`src/rtl/cpu_core_fsm.sv`:
```
// rtl/cpu_core_fsm.sv - multi-cycle CPU core: fetch/exec/wait/halt FSM, GPRs, flags, host program load
module cpu_core_fsm #(
  parameter int DW         = 16,
  parameter int NGPR       = 32,
  parameter int IMEM_DEPTH = 16,
  parameter int DMEM_DEPTH = 16,
  parameter int WAIT_CYC   = 3
) (
  input  logic                          clk,
  input  logic                          sys_rst,
  input  logic [DW-1:0]                 din,
  input  logic                          imem_we,
  input  logic [$clog2(IMEM_DEPTH)-1:0] imem_addr,
  input  logic [31:0]                   imem_wdata,
  input  logic                          resume,
  output logic [DW-1:0]                 dout,
  output logic [3:0]                    flags,
  output logic [$clog2(IMEM_DEPTH)-1:0] pc,
  output logic                          halted
);
  localparam int PCW = $clog2(IMEM_DEPTH);
  localparam int DAW = $clog2(DMEM_DEPTH);
  localparam int GW  = (NGPR > 1) ? $clog2(NGPR) : 1;
  localparam int CW  = (WAIT_CYC > 1) ? $clog2(WAIT_CYC) : 1;

  localparam logic [4:0] OP_MOVSGPR = 5'b00000, OP_MOV   = 5'b00001, OP_ADD  = 5'b00010;
  localparam logic [4:0] OP_SUB     = 5'b00011, OP_MUL   = 5'b00100, OP_ROR  = 5'b00101;
  localparam logic [4:0] OP_RAND    = 5'b00110, OP_RXOR  = 5'b00111, OP_RXNOR = 5'b01000;
  localparam logic [4:0] OP_RNAND   = 5'b01001, OP_RNOR  = 5'b01010, OP_RNOT = 5'b01011;
  localparam logic [4:0] OP_STOREREG = 5'b01101, OP_STOREDIN = 5'b01110, OP_SENDDOUT = 5'b01111;
  localparam logic [4:0] OP_SENDREG = 5'b10001, OP_JUMP  = 5'b10010, OP_JCARRY = 5'b10011;
  localparam logic [4:0] OP_JNOCARRY = 5'b10100, OP_JSIGN = 5'b10101, OP_JNOSIGN = 5'b10110;
  localparam logic [4:0] OP_JZERO   = 5'b10111, OP_JNOZERO = 5'b11000, OP_JOVF = 5'b11001;
  localparam logic [4:0] OP_JNOOVF  = 5'b11010, OP_HALT  = 5'b11011;

  typedef enum logic [1:0] {S_FETCH, S_EXEC, S_WAIT, S_HALT} state_t;

  state_t          state_q, state_d;
  logic [PCW-1:0]  pc_q, pc_d;
  logic [31:0]     ir_q, ir_d;
  logic [DW-1:0]   sgpr_q, sgpr_d;
  logic [3:0]      flags_q, flags_d;
  logic [DW-1:0]   dout_q, dout_d;
  logic [CW-1:0]   wait_cnt_q, wait_cnt_d;
  logic [DW-1:0]   gpr_q [NGPR];
  logic [31:0]     imem [IMEM_DEPTH];
  logic [DW-1:0]   dmem [DMEM_DEPTH];

  logic [4:0]      op;
  logic            imm;
  logic [15:0]     isrc;
  logic [GW-1:0]   rd_i, rs1_i, rs2_i;
  logic [DAW-1:0]  daddr;
  logic [DW-1:0]   isrc_ext, rs1_val, b_val;

  assign op       = ir_q[31:27];
  assign imm      = ir_q[16];
  assign isrc     = ir_q[15:0];
  assign rd_i     = GW'({1'b0, ir_q[26:22]} % 6'(NGPR));
  assign rs1_i    = GW'({1'b0, ir_q[21:17]} % 6'(NGPR));
  assign rs2_i    = GW'({1'b0, ir_q[15:11]} % 6'(NGPR));
  assign daddr    = isrc[DAW-1:0];
  assign isrc_ext = DW'(isrc);
  assign rs1_val  = gpr_q[rs1_i];
  assign b_val    = imm ? isrc_ext : gpr_q[rs2_i];

  logic [DW-1:0]   res;
  logic [DW:0]     sum_c;
  logic [2*DW-1:0] prod;
  logic            alu_c, alu_v, flag_op, is_mul, res_sign, res_zero;

  always_comb begin
    res     = '0;
    sum_c   = '0;
    prod    = '0;
    alu_c   = 1'b0;
    alu_v   = 1'b0;
    flag_op = (op <= OP_RNOT);
    is_mul  = (op == OP_MUL);
    case (op)
      OP_MOVSGPR: res = sgpr_q;
      OP_MOV:     res = imm ? isrc_ext : rs1_val;
      OP_ADD: begin
        sum_c = {1'b0, rs1_val} + {1'b0, b_val};
        res   = sum_c[DW-1:0];
        alu_c = sum_c[DW];
        alu_v = (rs1_val[DW-1] == b_val[DW-1]) && (res[DW-1] != rs1_val[DW-1]);
      end
      OP_SUB: begin
        res   = rs1_val - b_val;
        alu_v = (rs1_val[DW-1] != b_val[DW-1]) && (res[DW-1] != rs1_val[DW-1]);
      end
      OP_MUL: begin
        prod = {{DW{1'b0}}, rs1_val} * {{DW{1'b0}}, b_val};
        res  = prod[DW-1:0];
      end
      OP_ROR:   res = rs1_val | b_val;
      OP_RAND:  res = rs1_val & b_val;
      OP_RXOR:  res = rs1_val ^ b_val;
      OP_RXNOR: res = rs1_val ~^ b_val;
      OP_RNAND: res = ~(rs1_val & b_val);
      OP_RNOR:  res = ~(rs1_val | b_val);
      OP_RNOT:  res = imm ? ~isrc_ext : ~rs1_val;
      default:  res = '0;
    endcase
    // mul reports sign/zero over the full double-width product
    res_sign = is_mul ? prod[2*DW-1] : res[DW-1];
    res_zero = is_mul ? (prod == '0) : (res == '0);
  end

  logic jmp_taken;
  always_comb begin
    case (op)
      OP_JUMP:     jmp_taken = 1'b1;
      OP_JCARRY:   jmp_taken = flags_q[0];
      OP_JNOCARRY: jmp_taken = ~flags_q[0];
      OP_JSIGN:    jmp_taken = flags_q[3];
      OP_JNOSIGN:  jmp_taken = ~flags_q[3];
      OP_JZERO:    jmp_taken = flags_q[2];
      OP_JNOZERO:  jmp_taken = ~flags_q[2];
      OP_JOVF:     jmp_taken = flags_q[1];
      OP_JNOOVF:   jmp_taken = ~flags_q[1];
      default:     jmp_taken = 1'b0;
    endcase
  end

  logic          gpr_we, dmem_we;
  logic [DW-1:0] gpr_wdata, dmem_wdata;

  always_comb begin
    state_d    = state_q;
    pc_d       = pc_q;
    ir_d       = ir_q;
    sgpr_d     = sgpr_q;
    flags_d    = flags_q;
    dout_d     = dout_q;
    wait_cnt_d = wait_cnt_q;
    gpr_we     = 1'b0;
    gpr_wdata  = res;
    dmem_we    = 1'b0;
    dmem_wdata = '0;
    case (state_q)
      S_FETCH: begin
        ir_d    = imem[pc_q];
        state_d = S_EXEC;
      end
      S_EXEC: begin
        pc_d       = jmp_taken ? isrc[PCW-1:0] : pc_q + 1'b1;
        state_d    = (WAIT_CYC == 0) ? S_FETCH : S_WAIT;
        wait_cnt_d = '0;
        if (flag_op) begin
          gpr_we  = 1'b1;
          flags_d = {res_sign, res_zero, alu_v, alu_c};
        end
        if (is_mul) sgpr_d = prod[2*DW-1:DW];
        case (op)
          OP_STOREREG: begin
            dmem_we    = 1'b1;
            dmem_wdata = rs1_val;
          end
          OP_STOREDIN: begin
            dmem_we    = 1'b1;
            dmem_wdata = din;
          end
          OP_SENDDOUT: dout_d = dmem[daddr];
          OP_SENDREG: begin
            gpr_we    = 1'b1;
            gpr_wdata = dmem[daddr];
          end
          OP_HALT: begin
            pc_d    = pc_q;
            state_d = S_HALT;
          end
          default: ;
        endcase
      end
      S_WAIT: begin
        if (wait_cnt_q == CW'(WAIT_CYC - 1)) state_d = S_FETCH;
        else wait_cnt_d = wait_cnt_q + 1'b1;
      end
      S_HALT: begin
        if (resume) begin
          state_d = S_FETCH;
          pc_d    = pc_q + 1'b1;
        end
      end
      default: state_d = S_FETCH;
    endcase
  end

  always_ff @(posedge clk or posedge sys_rst) begin
    if (sys_rst) begin
      state_q    <= S_FETCH;
      pc_q       <= '0;
      ir_q       <= '0;
      sgpr_q     <= '0;
      flags_q    <= '0;
      dout_q     <= '0;
      wait_cnt_q <= '0;
    end else begin
      state_q    <= state_d;
      pc_q       <= pc_d;
      ir_q       <= ir_d;
      sgpr_q     <= sgpr_d;
      flags_q    <= flags_d;
      dout_q     <= dout_d;
      wait_cnt_q <= wait_cnt_d;
    end
  end

  always_ff @(posedge clk or posedge sys_rst) begin
    if (sys_rst) begin
      for (int i = 0; i < NGPR; i++) gpr_q[i] <= '0;
    end else if (gpr_we) begin
      gpr_q[rd_i] <= gpr_wdata;
    end
  end

  // Memories are not reset; a write racing a fetch of the same word lands after the fetch
  always_ff @(posedge clk) begin
    if (imem_we) imem[imem_addr] <= imem_wdata;
  end

  always_ff @(posedge clk) begin
    if (dmem_we) dmem[daddr] <= dmem_wdata;
  end

  assign dout   = dout_q;
  assign flags  = flags_q;
  assign pc     = pc_q;
  assign halted = (state_q == S_HALT);
endmodule

```
`config.mk`:
```
export PLATFORM = sky130hd
export DESIGN_NAME = cpu_core_fsm
export DESIGN_NICKNAME = d
export VERILOG_FILES = /design/src/rtl/cpu_core_fsm.sv
export SDC_FILE = /design/constraint.sdc
export NUM_CORES = 2
export LEC_CHECK = 0
export CELL_PAD_IN_SITES_DETAIL_PLACEMENT = 1
export CELL_PAD_IN_SITES_GLOBAL_PLACEMENT = 1
export CORE_ASPECT_RATIO = 0.9
export CORE_MARGIN = 10
export CORE_UTILIZATION = 45
export CTS_CLUSTER_SIZE = 28
export DETAILED_ROUTE_END_ITERATION = 8
export PLACE_DENSITY = 0.72
export SLEW_MARGIN = 20
export SYNTH_ARGS = -nofsm -noshare
export SYNTH_HDL_FRONTEND = slang
export SYNTH_SLANG_ARGS = --single-unit
```
`constraint.sdc`:
```
create_clock -name clk -period 29.2 [get_ports clk]
set_input_delay 8.76 -clock clk [delete_from_list [all_inputs] [get_ports clk]]
set_output_delay 8.76 -clock clk [all_outputs]
set_load 0.01 [all_outputs]
```
### Yosys cells after proc, flatten, opt, wreduce, memory -nomap -nowiden

Memories as Yosys holds them, arrays and structs flattened. A register that Yosys moved wholly into a read port is not among the register bits.
Cells that the tools add are included.

* bits in registers: 556
* latch bits: 0
* RAM bits: 768
* ROM bits: 0
* input bits: 56
* output and inout port bits: 25
* logic and storage cells: 160
* memories kept: 2

* add/sub/neg operators: 4
* multipliers: 1
* div/mod/pow operators: 0
* $lt $le $gt $ge: 5
* eq/ne operators: 37
* shift operators: 0
* muxes and demuxes: 42
* bitwise operators: 15
* reduce and logical (&&, ||, !) cells: 16

Memories
* imem: depth 16, bits a word 32, read ports 1, clocked after Yosys merged registers in 1, write ports 1, line 46 `logic [31:0] imem [IMEM_DEPTH];`
* dmem: depth 16, bits a word 16, read ports 1, clocked after Yosys merged registers in 0, write ports 1, line 47 `logic [DW-1:0] dmem [DMEM_DEPTH];`

Operator list (number)
* 512-bit bitwise mux: 1
* 16-bit one-hot mux with 12 select lines: 1
* 16-bit 2-to-1 mux: 11
* 16-bit binary-select mux with 5-bit select: 2
* 16-bit demux with 5-bit select: 1
* 16-bit inverter: 4
* 5-bit == test (second input constant): 11
* 5-bit by 4-bit == test with 1-bit output (second input constant): 7
* 32-bit zero test: 1
* 16-bit by 16-bit multiplier with 32-bit output: 1
* 32-bit 2-to-1 mux: 1
* 16-bit one-hot mux with 2 select lines: 1
* 5-bit by 3-bit == test with 1-bit output (second input constant): 4
* 6-bit greater-or-equal comparator (second input constant): 3
* 5-bit inverter with 6-bit output: 3
* 16-bit by 16-bit adder with 17-bit output: 1
* 16-bit AND: 1
* 16-bit zero test: 1
* 16-bit OR: 1
* 16-bit subtractor: 1
* 16-bit XNOR: 1
* 16-bit bitwise XOR: 1
* 1-bit 2-to-1 mux: 13
* 4-bit 2-to-1 mux: 3
* other kinds (25): 45

### Depth between registers and ports, before layout

* word-level depth: 11
* gate-level depth with buffers: 37
* depth with buffers taken out: 32

### Least setup slack after synthesis

OpenSTA, ideal clock, no wires.

* path type: in2reg
* start: in imem_addr[3]
* end: mem imem[0][0], enable pin
* setup time: 0.461 ns
* data arrival time: 11.479 ns
* required time: 28.739 ns
* path slack: 17.260 ns
* stages: 2
* path buffers: 0
* cells stage by stage: or3b_2 > nor3_1

RTL lines
* from (decl): line 13 `input logic [$clog2(IMEM_DEPTH)-1:0] imem_addr,`
* to (decl): line 46

Straight into the memory's write port.

==> results.cfg <==
[route]
drt_iter0_drc = 5074
ant_nets = 0
drc = 0
drt_first_pass_iters = 7
routed_wl_um = 229100
wl_per_cell_um = 30.48
via_per_inst = 6.288
via_count = 47270

[die]
dieHeight_um = 395.3
dieWidth_um = 436.9
die_area_sq_um = 172700
initial_core_util = 0.4534
core-area_sq_um = 155300
ioPinCount = 81
row_count = 137

[grt]
grt_max_degree = 181
grt_overflow_total = 0
grt_pass1_wl_um = 340900
grtUsageTotal = 0.2633
antenna_found_initial = 11
grt_pass1_vias = 49890

[sta]
fin_tns_setup_ps = 0
finalSetupViolCount = 0
hold_violations = 0
fin_crit_sh = 0.3963
maxSlewHeadroom = 0.2488
drv_slew = 0
clock.fmax_ghz = 0.08643
fin_ws_ps = 17630
fin_crit_ps = 11570
rsz0062_at_grt = no
tightestPinTransition_ps = 1127
finClkSkew_ps = 53.65

[yosys]
synthTopCellsByArea = edfxtp_1, dfrtp_1, mux4_2, fa_1, nand2_1
syn_area_per_cell_sq_um = 13.25
netlist.area_leader.share = 0.3276
synthArstFlopShare = 0.4336
yosysTopAreaCell = edfxtp_1
synth_edf_count = 768
synth_cells = 5313
yosysUniqueCellTypes = 81
synth_commonest_cells = edfxtp_1, dfrtp_1, nand2_1
syn-num-nets = 5718
synth_seq_cells = 1356
ys_dominant_reg_cell = edfxtp_1
synth_area_sq_um = 70410
synth-warning-count = 0
synth.most_common_cell = edfxtp_1
ys_seq_area_frac = 0.5365

[critical_path]
rr_endpoint = flags[2]
r2r_cells = 31
path_class = input port to asynchronous set/reset pin
path_delay_family = buffers and inverters
crit_chain = clkdlybuf4s50_1, inv_8, buf_4, buf_12, buf_4
r2r-start = ir_q[17]
crit_slowest_cell = buf_4
arrival_ps = 12340
crit_top_cell = buf_4
critPathRequiredTime_ps = 29970
endpoint_kind = asynchronous set/reset pin
cp-start-kind = input port
max_stage_delay_ps = 820
rrSetupSlack_ps = 17840
path_buf_inv = 5
path_max_fanout = 180

[layout]
multi_input_area_sq_um = 30470
fillers = 15520
drive_above_1_share = 0.1962
fin_nets = 5720
syn_to_final_growth_pct = 12.05
register_area_sq_um = 37810

[clock_network]
clockRootBuffer = clkbuf_16
cts_num_sinks = 1356
cts_buffer_depth = 3
cts_hold_buf = 0
cts.clk_slew.worst_paths_ps = 60
cts-resized-gates = 0
cts_buffers = 141
cts_tree = done
cts_htree_levels = 4
cts_setup_buffers = 0
worstSkewPairLatency_ps = 800

[job]
maxCapViolations = 0

[placement]
port_buffers = 80
place.gp.congestion = 0.9137
post-dp-hpwl_um = 144700
pre_cts_ws_ps = 16760

[hold_path]
whs_path_depth = 2
hold_end = gpr_q[208]
worstHoldStart = gpr_q[208]
min_path_type = register to register

[outcome]
status = completed
[layer usage]
layer  vias to the layer above  share of wire  global-route usage
li1                      19560              -                   -
met1                     25080           0.41              0.3694
met2                      2151           0.46              0.4113
met3                       460          0.085             0.05325
met4                        16          0.035             0.08813
met5                         -        0.00042                   0
[cell type report]
| cell class | count | share of cell area |
|---|---|---|
| clock buffers | 186 | 0.04947 |
| well taps | 2085 | 0.03307 |
| inverters | 290 | 0.01389 |
| clock inverters | 74 | 0.01102 |
| diodes | 1 | 0.00003172 |
| flip-flops and latches | 1356 | 0.4793 |
| repair buffers | 247 | 0.02701 |
| multi-input cells | 3279 | 0.3862 |
[stage by stage]
step	instances	hold WS (ps)	utilization	cell area, sq um
2_1_floorplan	5313	449.7	-	70410
3_3_place_gp	7253	473.2	0.4764	73980
3_5_place_dp	7254	478.9	0.4765	74010
4_1_cts	7514	501.2	0.5073	78780
5_1_grt	7517	519.1	0.5079	78880
6_report	7518	500.5	0.5080	78890
[cell families after synthesis]
| kind of cell | synth area share |
|---|---|
| flip-flops | 0.5365 |
| AND/OR/NAND/NOR | 0.07530 |
| AO/OA/AOI/OAI | 0.08049 |
| buffers and inverters | 0.03750 |
| multiplexers | 0.1839 |
| adder cells (fa/ha/maj) | 0.08292 |
| XOR/XNOR | 0.003359 |
[flip-flops by register name, indices dropped and copies added, names as in the netlist]
signal / count
flags: 4
imem: 512
dmem: 256
ir_q: 32
wait_cnt_q: 2
dout: 16
gpr_q: 512
sgpr_q: 16
state_q: 2
pc: 4
[layout by cell type (no fill, tap or decap), drive strengths merged, types with 15 or more instances in the layout]
cell type / n
a211oi: 25
a21o: 29
a21oi: 366
a221oi: 19
a22oi: 30
buf: 167
clkbuf: 186
clkdlybuf4s50: 80
clkinv: 58
dfrtp: 588
edfxtp: 768
fa: 196
ha: 153
inv: 287
mux2: 58
mux2i: 92
mux4: 505
nand2: 540
nand2b: 28
nand3: 32
nand4: 15
nor2: 519
nor2b: 25
nor3: 39
o21ai: 342
o22ai: 18
xnor2: 18
[worst max-delay path by stage]
stage | start | end | slack [ps] | cells after the start
floorplan | sys_rst | dout[0] | 3990 | 1
global placement | sys_rst | gpr_q[251] | 16790 | 5
detailed placement | sys_rst | gpr_q[251] | 16760 | 5
CTS | sys_rst | gpr_q[505] | 17580 | 5
global route | sys_rst | gpr_q[491] | 17180 | 5
finish | sys_rst | gpr_q[491] | 17630 | 5
[worst register-to-register path, delay by kind of cell (launching register included)]
family                     cells  cell delay, ps
buffers and inverters          8            2650
DFF                            1             820
AOI/OAI and AO/OA             11            2750
adders and majority gates      8            3920
and+or+nand+nor                2             350
xor gates and xnor gates       1             120
muxes                          1             630
Power is left out: the tool's default activity adds up to more than one toggle a clock period on the data nets, which glitch-free logic cannot reach.
